File: src/rtl/uart_fpga_pkg.sv
// Shared types and helpers for the FPGA-side UART link (transmitter and receiver).
package uart_fpga_pkg;

    typedef enum logic [1:0] {
        IDLE,
        START,
        DATA,
        STOP
    } tx_state_t;

    localparam int PKT_WIDTH = 64;

    // Odd parity over the payload bits; the receiver uses the same function to check frames.
    function automatic logic odd_parity(input logic [PKT_WIDTH-2:0] data);
        return ~^data;
    endfunction

endpackage

File: src/rtl/uart_tx_fpga.sv
// UART transmitter: LSB-first frames with start/stop framing, optional parity in the MSB,
// and a one-word holding buffer so consecutive packets leave with no idle gap.
module uart_tx_fpga
    import uart_fpga_pkg::*;
#(
    parameter int WIDTH      = PKT_WIDTH,
    parameter int CLK_DIV    = 1,
    parameter int STOP_BITS  = 1,
    parameter int GEN_PARITY = 1
) (
    input  logic             clk,
    input  logic             reset_n,
    input  logic [WIDTH-1:0] tx_data,
    input  logic             ld_tx_data,
    output logic             tx_ready,
    output logic             tx_out,
    output logic             tx_busy,
    output logic             tx_done,
    output logic             tx_overflow
);

    localparam int BAUD_W = (CLK_DIV > 1) ? $clog2(CLK_DIV) : 1;
    localparam int IDX_W  = $clog2(WIDTH);
    localparam int STOP_W = (STOP_BITS > 1) ? $clog2(STOP_BITS) : 1;

    localparam logic [BAUD_W-1:0] BAUD_LAST = BAUD_W'(CLK_DIV - 1);
    localparam logic [IDX_W-1:0]  IDX_LAST  = IDX_W'(WIDTH - 1);
    localparam logic [STOP_W-1:0] STOP_LAST = STOP_W'(STOP_BITS - 1);

    tx_state_t         state_reg, state_next;
    logic [BAUD_W-1:0] baud_reg, baud_next;
    logic [IDX_W-1:0]  idx_reg, idx_next;
    logic [STOP_W-1:0] stop_reg, stop_next;
    logic [WIDTH-1:0]  shift_reg, shift_next;
    logic [WIDTH-1:0]  hold_reg, hold_next;
    logic              hold_valid_reg, hold_valid_next;
    logic              ready_reg, ready_next;
    logic              tx_out_reg, tx_out_next;
    logic              busy_reg, busy_next;
    logic              done_reg, done_next;
    logic              ovf_reg, ovf_next;

    logic              par_bit;
    logic [WIDTH-1:0]  word_in;
    logic              bit_tick;
    logic              frame_end;
    logic              accept;
    logic              start_new;

    // Parity is taken from the word as presented on the loading edge.
    generate
        if (WIDTH <= PKT_WIDTH) begin : g_par_pkg
            assign par_bit = odd_parity((PKT_WIDTH-1)'(tx_data[WIDTH-2:0]));
        end else begin : g_par_wide
            assign par_bit = ~^tx_data[WIDTH-2:0];
        end
    endgenerate

    always_comb begin
        word_in = tx_data;
        if (GEN_PARITY != 0) begin
            word_in[WIDTH-1] = par_bit;
        end
    end

    always_comb begin
        state_next      = state_reg;
        baud_next       = baud_reg;
        idx_next        = idx_reg;
        stop_next       = stop_reg;
        shift_next      = shift_reg;
        hold_next       = hold_reg;
        hold_valid_next = hold_valid_reg;
        tx_out_next     = tx_out_reg;
        busy_next       = busy_reg;
        done_next       = 1'b0;
        ovf_next        = 1'b0;
        frame_end       = 1'b0;
        start_new       = 1'b0;
        bit_tick        = (baud_reg == BAUD_LAST);

        if (state_reg != IDLE) begin
            baud_next = bit_tick ? '0 : baud_reg + 1'b1;
        end

        case (state_reg)
            IDLE: begin
                baud_next = '0;
            end
            START: begin
                if (bit_tick) begin
                    state_next  = DATA;
                    idx_next    = '0;
                    tx_out_next = shift_reg[0];
                end
            end
            DATA: begin
                if (bit_tick) begin
                    if (idx_reg == IDX_LAST) begin
                        state_next  = STOP;
                        stop_next   = '0;
                        tx_out_next = 1'b1;
                    end else begin
                        shift_next  = shift_reg >> 1;
                        idx_next    = idx_reg + 1'b1;
                        tx_out_next = shift_reg[1];
                    end
                end
            end
            STOP: begin
                if (bit_tick) begin
                    if (stop_reg == STOP_LAST) begin
                        frame_end = 1'b1;
                        done_next = 1'b1;
                    end else begin
                        stop_next = stop_reg + 1'b1;
                    end
                end
            end
            default: ;
        endcase

        // A load on the draining edge lands in the buffer that is being freed.
        accept   = ld_tx_data && (ready_reg || (frame_end && hold_valid_reg));
        ovf_next = ld_tx_data && !accept;

        if (frame_end) begin
            if (hold_valid_reg) begin
                shift_next      = hold_reg;
                hold_next       = '0;
                hold_valid_next = 1'b0;
                start_new       = 1'b1;
            end else begin
                state_next  = IDLE;
                busy_next   = 1'b0;
                tx_out_next = 1'b1;
            end
        end

        if (accept) begin
            if ((state_reg == IDLE) || (frame_end && !hold_valid_reg)) begin
                shift_next = word_in;
                start_new  = 1'b1;
            end else begin
                hold_next       = word_in;
                hold_valid_next = 1'b1;
            end
        end

        if (start_new) begin
            state_next  = START;
            baud_next   = '0;
            tx_out_next = 1'b0;
            busy_next   = 1'b1;
        end

        ready_next = !hold_valid_next;
    end

    always_ff @(posedge clk or negedge reset_n) begin
        if (!reset_n) begin
            state_reg      <= IDLE;
            baud_reg       <= '0;
            idx_reg        <= '0;
            stop_reg       <= '0;
            shift_reg      <= '0;
            hold_reg       <= '0;
            hold_valid_reg <= 1'b0;
            ready_reg      <= 1'b1;
            tx_out_reg     <= 1'b1;
            busy_reg       <= 1'b0;
            done_reg       <= 1'b0;
            ovf_reg        <= 1'b0;
        end else begin
            state_reg      <= state_next;
            baud_reg       <= baud_next;
            idx_reg        <= idx_next;
            stop_reg       <= stop_next;
            shift_reg      <= shift_next;
            hold_reg       <= hold_next;
            hold_valid_reg <= hold_valid_next;
            ready_reg      <= ready_next;
            tx_out_reg     <= tx_out_next;
            busy_reg       <= busy_next;
            done_reg       <= done_next;
            ovf_reg        <= ovf_next;
        end
    end

    assign tx_ready    = ready_reg;
    assign tx_out      = tx_out_reg;
    assign tx_busy     = busy_reg;
    assign tx_done     = done_reg;
    assign tx_overflow = ovf_reg;

endmodule

File: config.mk
export PLATFORM = sky130hd
export DESIGN_NAME = uart_tx_fpga
export DESIGN_NICKNAME = d
export VERILOG_FILES = /design/src/rtl/uart_fpga_pkg.sv /design/src/rtl/uart_tx_fpga.sv
export SDC_FILE = /design/constraint.sdc
export NUM_CORES = 1
export LEC_CHECK = 0
export BUFFER_PORTS_ARGS = -buffer_cell sky130_fd_sc_hd__buf_2
export CAP_MARGIN = 20
export CORE_MARGIN = 1
export CORE_UTILIZATION = 35
export DETAILED_ROUTE_END_ITERATION = 12
export HOLD_SLACK_MARGIN = 0.06
export PLACE_DENSITY_LB_ADDON = 0.2
export RECOVER_POWER = 25
export SYNTH_ARGS = -nofsm -noshare
export SYNTH_HDL_FRONTEND = slang
export SYNTH_SLANG_ARGS = --single-unit
export TNS_END_PERCENT = 1
File: constraint.sdc
create_clock -name clk -period 3.6 [get_ports clk]
set_clock_uncertainty 0.15 [all_clocks]
set_input_delay 0.72 -clock clk [delete_from_list [all_inputs] [get_ports clk]]
set_output_delay 0.72 -clock clk [all_outputs]
set_load 0.05 [all_outputs]
==> impl_metrics.yaml, run 1 <==
clock_tree:
  ctsHoldBuffers: 0
  postCtsSetupBuffers: 0
  cts.sinks: 142
  clk_pin_slew_worst_paths_ns: 0.06
  clock_latency_ns: 0.43
  clockRootBuffer: "clkbuf_16"
  cts_tree: "built"
  ctsResizeCount: 0
  h-tree-depth: 4
  cts_buffers: 17
  clockBufferDepth: 2
grt:
  grt_pass1_wl_um: 30000
  track_usage: 0.179
  groute.layer.met1.usage: 0.243
  antenna_found_initial: 0
  grt_max_degree: 75
  grt_overflow: 0
  use_met2: 0.287
  globalRouteMet3Util: 0.0417
  grt_pass1_vias: 5766
  top_usage_layer: "met2"
place:
  hpwlAfterDp_um: 10900
  gp_congestion: 0.712
  io_buffers: 70
  place_area_um2: 7890
floorplan:
  die_y_um: 146
  initial_core_util: 0.357
  core-area_um2: 20200
  dieWidth_um: 146
  die_area_um2: 21200
  ios: 72
  row_count: 52
setup_path:
  reg2reg_slack_ns: 1.05
  crit-reg2reg-launch: "idx_reg[0]"
  worst-endpoint-required_ns: 3.81
  cp_max_fo: 48
  worstReg2RegEnd: "shift_reg[8]"
  worst-r2r-cell-count: 8
  critPathLaunchType: "flip-flop"
  cp.arrival_ns: 2.76
  crit_path_end_kind: "flip-flop"
  critPathKind: "flip-flop to flip-flop"
drt:
  wl_per_cell_um: 15.2
  post-route-drc-count: 0
  dr.pass1.iters: 6
  vias: 5799
  drt_iter0_drc: 342
  postRouteAntennaNets: 0
  routed_wl_um: 17600
  vias_per_cell: 5.02
yosys:
  synthesis.area_um2: 7220
  synth_flop_cell: "dfrtp_1"
  ys_ff_latch: 142
  syn-instance-count: 832
  yosys_warnings: 0
  synth-edff-count: 0
  avgSynthCellArea_um2: 8.68
  synth.distinct_cells: 31
  async_flop_share: 1.00
  synth.yosys.seq_area_share: 0.492
  synth_nets: 904
cells_and_area:
  syn2layout_area_growth_pct: 17.6
  drive_gt1_frac: 0.144
  n_antenna_cell: 0
  fin_nets: 945
  fin_area_um2: 8500
hold_path:
  min_from: "tx_busy"
  hp-class: "flip-flop to flip-flop"
  min_to: "tx_busy"
  min_path_cells: 1
power_and_ir_drop:
  ir_drop_mv: 0.379
  cellLeakagePower_nw: 4.31
  powerDensity_nw_per_um2: 521
timing:
  hold_violations: 0
  max_freq_mhz: 392
  fin_crit_sh: 0.708
  slew_headroom: -0.245
  tightest_slew_ns: 1.87
  fin_crit_ns: 2.55
  rsz0062_at_grt: "no"
  finalMaxSlewViolations: 70
  setup_viol: 0
  setup-tns-final_ns: 0
run_status:
  status: "complete, but fails checks"
  violations: "max-capacitance violations, max-slew violations"
run:
  maxCapViolations: 1
cell type report:
| type | instances | area [µm²] |
|---|---|---|
| timing repair buffer | 85 | 538 |
| sequential | 142 | 3560 |
| tap | 270 | 338 |
| inverter | 5 | 18.8 |
| fill | 2065 | 11700 |
| clock buffer | 19 | 453 |
| clock inverter | 13 | 163 |
| multi-input combinational | 622 | 3430 |
logic make-up after synthesis:
| group | after synthesis | share of synthesized area |
|---|---|---|
| simple gates | 282 | 0.152 |
| buf+inv | 68 | 0.0357 |
| fa+ha+maj | 5 | 0.00866 |
| compound gates | 276 | 0.228 |
| xor+xnor | 58 | 0.0819 |
| flops | 142 | 0.492 |
| mux | 1 | 0.00139 |
metal layers:
metal | routed length, µm | part of all wire | vias up
met5 | 0 | 0 | -
li1 | - | - | 2906
met4 | 124 | 0.0071 | 0
met1 | 8650 | 0.49 | 2786
met3 | 601 | 0.034 | 13
met2 | 8200 | 0.47 | 94
layout by cell type (no fill, tap or decap), types with 6 or more instances in the layout:
cell	netlist	final
a21oi_1	9	9
buf_2	2	69
a31oi_1	64	64
a21o_1	64	64
o21ai_0	132	132
clkbuf_16	0	17
buf_12	0	6
buf_4	0	9
nand2_1	260	257
dfrtp_1	140	140
xnor2_1	46	46
worst max-delay path: stages, from the launching register on:
cell and delay [ns]:
dfrtp_1 0.40, ha_1 0.20, and3_1 0.23, nand3_1 0.15
nand2_2 0.35, buf_4 0.55, nand2_1 0.13, a31oi_1 0.19
a21o_1 0.10
where the power goes:
part | internal, mW | leakage [nW] | switching, mW | total, mW
combinational | 0.305 | 2.17 | 0.310 | 0.615
sequential | 1.85 | 1.85 | 0.117 | 1.97
clock | 1.13 | 0.295 | 0.716 | 1.84
total | 3.28 | 4.31 | 1.14 | 4.43
worst max-delay path by stage:
stage                     start             to  slack [ns]
finish               idx_reg[0]   shift_reg[8]        1.05
detailed placement  tx_data[14]   hold_reg[63]        0.86
global route         idx_reg[0]   shift_reg[1]        0.78
global placement    tx_data[14]   hold_reg[63]        0.87
floorplan           tx_data[55]  shift_reg[63]        1.16
CTS                  idx_reg[0]   shift_reg[9]        1.04
through the flow:
step / hold WS [ns] / utilization / instances / power (mW) / worst slack [ns]
floorplan: 0.274 / - / 832 / 2.40 / 1.16
global placement: 0.329 / 0.390 / 1124 / 2.60 / 0.865
detailed placement: 0.350 / 0.390 / 1124 / 2.62 / 0.857
CTS: 0.197 / 0.420 / 1156 / 4.49 / 1.04
global route: 0.373 / 0.420 / 1156 / 4.67 / 0.778
finish: 0.356 / 0.420 / 1156 / 4.43 / 1.05
cells in the mapped netlist (all sizes together) (2+ instances only):
library cell    n  area [µm²]
a21oi           9        45.0
nor3b           2        15.0
a31oi          64         400
dfrtp         140        3500
xor2            5        43.8
ha              5        62.6
xnor2          48         435
clkbuf         54         203
inv             5        18.8
dfstp           2        52.6
xnor3           5         113
a21o           65         489
nand2         260         976
and3            5        31.3
and2            3        18.8
buf             9        36.3
nand3           4        20.0
o21ai         132         661
nor2            5        18.8
a22o            2        17.5
Power figures use the tool's default switching activity.
==> inputs of run 2 (changes only) <==
==> constraint.sdc (replaced) <==
create_clock -name clk -period 2.5 [get_ports clk]
set_clock_uncertainty 0.15 [all_clocks]
set_input_delay 0.5 -clock clk [delete_from_list [all_inputs] [get_ports clk]]
set_output_delay 0.5 -clock clk [all_outputs]
set_load 0.05 [all_outputs]
==> run 2 against run 1 <==
  * The flow now finishes without violations
  * Register-to-register slack got worse by 0.78 ns
  * Sequential share of layout area decreased by 1.0 points
  * First-iteration DRC count increased by 19%
  * Non-clock buffer count increased by 13
  * Die area unchanged
  * Clock power increased by 63%
  * Maximum frequency increased by 14%
  * Design area increased by 2.5%
  * Combinational power increased by 47%
==> impl_metrics.yaml, run 2 (same netlist as run 1, synthesis figures left out) <==
run_status:
  status: "complete, no violations"
setup_path:
  critPathLaunchType: "flip-flop"
  crit-reg2reg-launch: "idx_reg[0]"
  critPathKind: "flip-flop to flip-flop"
  worst-endpoint-required_ns: 2.71
  crit_path_end_kind: "flip-flop"
  cp.arrival_ns: 2.44
  cp_max_fo: 16
  cp-startpoint: "idx_reg[0]"
clock_tree:
  clockRootBuffer: "clkbuf_16"
  clockBufferDepth: 2
  cts_buffers: 17
  clk_pin_slew_worst_paths_ns: 0.07
  cts.sinks: 142
  cts_tree: "built"
  postCtsSetupBuffers: 0
  h-tree-depth: 4
  clock_latency_ns: 0.43
floorplan:
  dieWidth_um: 146
  initial_core_util: 0.357
  core-area_um2: 20200
  row_count: 52
  ios: 72
  die_y_um: 146
  die_area_um2: 21200
power_and_ir_drop:
  cellLeakagePower_nw: 4.41
  powerDensity_nw_per_um2: 771
  power_mw: 6.72
  ir_drop_mv: 0.449
timing:
  finalMaxSlewViolations: 0
  setup-tns-final_ns: 0
  fin_hold_ws_ns: 0.159
  setup_viol: 0
  rsz0062_at_grt: "no"
  timing.final.ws_setup_ns: 0.270
  tightest_slew_ns: 1.44
  slew_headroom: 0.0411
  fin_crit_sh: 0.892
  max_freq_mhz: 448
  hold_violations: 0
  fin_crit_ns: 2.23
run:
  maxCapViolations: 0
drt:
  routed_wl_um: 17700
  wl_met1_um: 8760
  vias: 5844
  drt_iter0_drc: 408
  wl_met2_um: 8220
  post-route-drc-count: 0
  postRouteAntennaNets: 0
  dr.pass1.iters: 4
  route.met3.wl_um: 540
  top_layer_used: "met4"
  wl_per_cell_um: 15.1
  vias_per_cell: 5.00
place:
  place_area_um2: 8030
  pre_cts_ws_ns: -0.111
  gp_congestion: 0.737
  dpl.cell_count: 1136
  io_buffers: 70
  hpwlAfterDp_um: 11200
grt:
  grt_pass1_wl_um: 30100
  track_usage: 0.179
  grt_pass1_vias: 5718
  grt_overflow: 0
  antenna_found_initial: 0
  grt_max_degree: 69
cells_and_area:
  final_cell_mix: "nand2_1 (257), dfrtp_1 (140), o21ai_0 (132)"
  n_antenna_cell: 0
  final_core_util: 0.430
  fin_cells: 1169
  syn2layout_area_growth_pct: 20.6
  final_common_cell: "nand2_1"
  drive_gt1_frac: 0.154
  fin_area_um2: 8710
  fin_nets: 958
  fillCellCount: 2022
hold_path:
  hp-class: "input port to flip-flop"
  min_from: "tx_data[23]"
-- run 2: cell types whose count changed in the layout (fill, tap and decap cells not counted), moves of 2 or more --
cell       before  now
clkbuf_8        2    0
buf_4           9   15
buf_12          6    9
clkbuf_1        0    2
clkinv_2        3    1
bufinv_16       3    7
-- run 2: layout make-up --
| class | instances | area (µm²) | area share |
|---|---|---|---|
| timing repair buffer | 98 | 673 | 0.0773 |
| multi-input combinational | 622 | 3430 | 0.394 |
| clock buffer | 18 | 429 | 0.0493 |
| inverter | 5 | 18.8 | 0.00215 |
| sequential | 142 | 3560 | 0.408 |
| clock inverter | 14 | 265 | 0.0305 |
| tap | 270 | 338 | 0.0388 |
-- run 2: worst paths after layout --
| kind | end | slack, ns | depth (start not counted) |
|---|---|---|---|
| setup reg to reg | shift_reg[16] | 0.27 | 8 |
| max in group asynchronous | shift_reg[54] | 0.38 | 3 |
| hold reg to reg | tx_busy | 0.35 | 1 |
| setup / recovery | shift_reg[16] | 0.27 | 8 |
| min in group asynchronous | hold_reg[8] | 0.79 | 2 |
| hold / removal | shift_reg[23] | 0.16 | 2 |
-- run 2: where the power goes --
group / switching (mW) / leakage [nW] / internal [mW]
Sequential: 0.170 / 1.85 / 2.66
Clock: 1.01 / 0.331 / 1.98
Combinational: 0.453 / 2.23 / 0.449
Total: 1.63 / 4.41 / 5.09
-- run 2: per-layer routing --
metal	track usage	vias up
li1	-	2945
met1	0.248	2796
met2	0.281	92
met3	0.0404	11
met4	0.0474	0
met5	0	-
-- run 2: critical path: stages, from the launching register on --
cell     delay (ns)
dfrtp_1        0.42
ha_1           0.24
and3_1         0.22
nand3_1        0.14
and2_2         0.34
buf_4          0.30
nand2_1        0.09
a31oi_1        0.18
a21o_1         0.10
-- run 2: timing repair --
item / CTS / global route
gates resized for setup: 0 / 0
hold buffers: 1 / 0
endpoints found under the hold margin: 50 / 0
endpoints found under the setup margin: 0 / 0
==> inputs of run 3 (changes only) <==
--- a/config.mk
+++ b/config.mk
@@ -5,6 +5,7 @@
 export SDC_FILE = /design/constraint.sdc
 export NUM_CORES = 1
 export LEC_CHECK = 0
+export ABC_AREA = 1
 export BUFFER_PORTS_ARGS = -buffer_cell sky130_fd_sc_hd__buf_2
 export CAP_MARGIN = 20
 export CORE_MARGIN = 1
==> run 3 against run 2 <==
  * Setup slack got worse by 0.068 ns
  * Design area increased by 8.0%
  * Combinational power decreased by 43%
  * First-iteration DRC count decreased by 7.1%
  * Critical path type unchanged
  * Maximum frequency decreased by 3.0%
  * Worst hold slack improved by 0.021 ns
  * Global-route usage about the same
  * Clock power increased by 2%
  * Die area increased by 10%
  * Synthesized area increased by 11%
  * Largest cell class is now multi-input gates
  * Wire length increased by 14%
  * Register-to-register slack got worse by 0.07 ns
==> impl_metrics.yaml, run 3 <==
run_status:
  status: "complete, no violations"
timing:
  tightest_slew_ns: 1.10
  finalMaxSlewViolations: 0
  fin_crit_sh: 0.919
  fin_crit_ns: 2.30
  slew_headroom: 0.264
  hold_violations: 0
  max_freq_mhz: 435
  rsz0062_at_grt: "no"
  setup-tns-final_ns: 0
  setup_viol: 0
  timing.final.ws_setup_ns: 0.202
clock_tree:
  clockRootBuffer: "clkbuf_16"
  cts.sinks: 142
  h-tree-depth: 4
  postCtsSetupBuffers: 0
  clk_pin_slew_worst_paths_ns: 0.06
  cts_tree: "built"
  clock_latency_ns: 0.42
  cts_buffers: 17
  clockBufferDepth: 2
setup_path:
  cpPeakStageDelay_ns: 0.40
  worst-r2r-cell-count: 9
  crit_chain: "ha_1, buf_4, a21oi_4, inv_1, nor2_2, clkinv_2, buf_12, nand3_1, o21ai_0"
  crit_buf_inv: 4
  worst-endpoint-required_ns: 2.62
  worstReg2RegEnd: "hold_reg[22]"
  reg2reg_slack_ns: 0.20
  cp.arrival_ns: 2.42
  critPathLaunchType: "flip-flop"
  cp_max_fo: 126
  slowest_stage: "dfrtp_1"
  crit-reg2reg-launch: "state_reg[0]"
  critPathKind: "flip-flop to flip-flop"
  cp_top_family: "buffers and inverters"
  crit_path_end_kind: "flip-flop"
power_and_ir_drop:
  intPower_mw: 4.50
  p_clk_frac: 0.521
  cellLeakagePower_nw: 4.65
  p_comb_frac: 0.088
  switching_share: 0.233
  powerDensity_nw_per_um2: 624
  p_seq_frac: 0.392
  p_sw_mw: 1.37
  ir_drop_mv: 0.350
cells_and_area:
  seq_area_um2: 3560
  final_cell_mix: "nand2_1 (266), dfrtp_1 (140), inv_1 (105)"
  fillCellCount: 2213
  fin_nets: 1124
  syn2layout_area_growth_pct: 17.8
  n_antenna_cell: 0
  drive_gt1_frac: 0.161
  final_common_cell: "nand2_1"
  multi_input_comb_area_um2: 3770
run:
  maxCapViolations: 0
yosys:
  yosys_warnings: 0
  synth_area_leaders: "dfrtp_1 (44%), nand2_1 (13%), a221oi_2 (7.0%)"
  syn-instance-count: 1003
  ys_top_cells_by_count: "nand2_1 (267), dfrtp_1 (140), inv_1 (105), nand3_1 (93), o21ai_0 (63)"
  synth.top_cell.area_share: 0.439
  synth.distinct_cells: 36
  avgSynthCellArea_um2: 7.96
  yosysMostFrequentCell: "nand2_1"
  synth-edff-count: 0
  yosysTopAreaCell: "dfrtp_1"
  synthesis.area_um2: 7990
  synth_nets: 1075
  ys_ff_latch: 142
  synth.yosys.seq_area_share: 0.445
  synth_flop_cell: "dfrtp_1"
  async_flop_share: 1.00
floorplan:
  row_count: 54
  die_y_um: 153
  initial_core_util: 0.362
  ios: 72
  dieWidth_um: 153
  die_area_um2: 23400
  core-area_um2: 22100
drt:
  drt_iter0_drc: 379
  postRouteAntennaNets: 0
  dr.pass1.iters: 5
  vias_per_cell: 5.10
  routed_wl_um: 20200
  vias: 6856
  post-route-drc-count: 0
  wl_per_cell_um: 15.0
place:
  gp_congestion: 0.750
  hpwlAfterDp_um: 12400
  pre_cts_ws_ns: 0.0252
  io_buffers: 70
grt:
  grt_pass1_wl_um: 33700
  antenna_found_initial: 0
  globalRouteMet3Util: 0.0335
  grt_pass1_vias: 6554
  groute.layer.met1.usage: 0.254
  top_usage_layer: "met2"
  grt_max_degree: 127
  track_usage: 0.179
  use_met2: 0.278
  grt_overflow: 0
hold_path:
  min_from: "ld_tx_data"
  min_to: "tx_overflow"
  min_path_cells: 3
  hp-class: "input port to flip-flop"
==> run 3: changes by cell type after synthesis, sizes merged, moves of 38 or more <==
cell | previous run | this run
a21o | 65 | 0
nand3 | 4 | 93
o21ai | 132 | 94
a221oi | 0 | 38
inv | 5 | 109
nor3 | 0 | 41
a21oi | 9 | 47
a31oi | 64 | 0
==> run 3: layout make-up <==
class,instances,area share
Timing Repair Buffer,89,0.0646
Tap cell,280,0.0372
Sequential cell,142,0.378
Multi-Input combinational cell,693,0.401
Inverter,109,0.0439
Clock inverter,13,0.0274
Clock buffer,19,0.0481
==> run 3: kinds of logic after synthesis <==
| logic type | count (synthesis) | synth area share |
|---|---|---|
| compound gates | 209 | 0.191 |
| xor+xnor | 32 | 0.0351 |
| fa+ha+maj | 5 | 0.00783 |
| buf+inv | 168 | 0.0847 |
| flops | 142 | 0.445 |
| simple gates | 447 | 0.237 |
==> run 3: routing by layer <==
layer,vias up,part of all wire
li1,3463,-
met1,3269,0.49
met2,116,0.47
met3,8,0.038
met4,0,0.0076
met5,-,0
==> run 3: worst max path at each step <==
stage                       startpoint            end  slack, ns  cells past startpoint
final                     state_reg[0]   hold_reg[22]       0.20                      9
after global routing      state_reg[0]   hold_reg[22]       0.04                      9
after CTS                 state_reg[1]   shift_reg[2]      0.002                     10
after detailed placement  state_reg[1]   shift_reg[2]       0.03                     10
after global placement    state_reg[1]   shift_reg[2]       0.05                     10
after floorplan           state_reg[0]  shift_reg[11]       0.47                      9
==> run 3: what timing repair did <==
action                                 4_1_cts  5_1_grt
gates resized for setup                      0        4
hold buffers                                 1        0
endpoints found under the hold margin       34        0
setup endpoints to repair                    0      113
==> run 3: power by group through the flow <==
stage	sequential, mW	clock [mW]	combinational, mW
finish	2.30	3.06	0.514
detailed placement	2.34	0	0.521
CTS	2.30	3.12	0.524
global route	2.30	3.22	0.603
global placement	2.34	0	0.514
floorplan	2.35	0	0.296
==> run 3: through the flow <==
stage,instances,cell area (µm²),hold WS (ns),utilization,total power [mW]
final,1345,9410,0.180,0.426,5.87
after CTS,1344,9370,0.156,0.424,5.94
after global routing,1345,9410,0.164,0.426,6.12
after floorplan,1003,7990,0.0544,-,2.64
after detailed placement,1311,8650,0.294,0.392,2.86
after global placement,1311,8650,0.292,0.392,2.86
==> run 3: worst reg2reg max path: cells and delay by family, from the launching register on <==
kind            cells  cell delay, ns
compound gates      2            0.34
fa+ha+maj           1            0.25
buf+inv             4            0.66
flops               1            0.40
simple gates        2            0.36
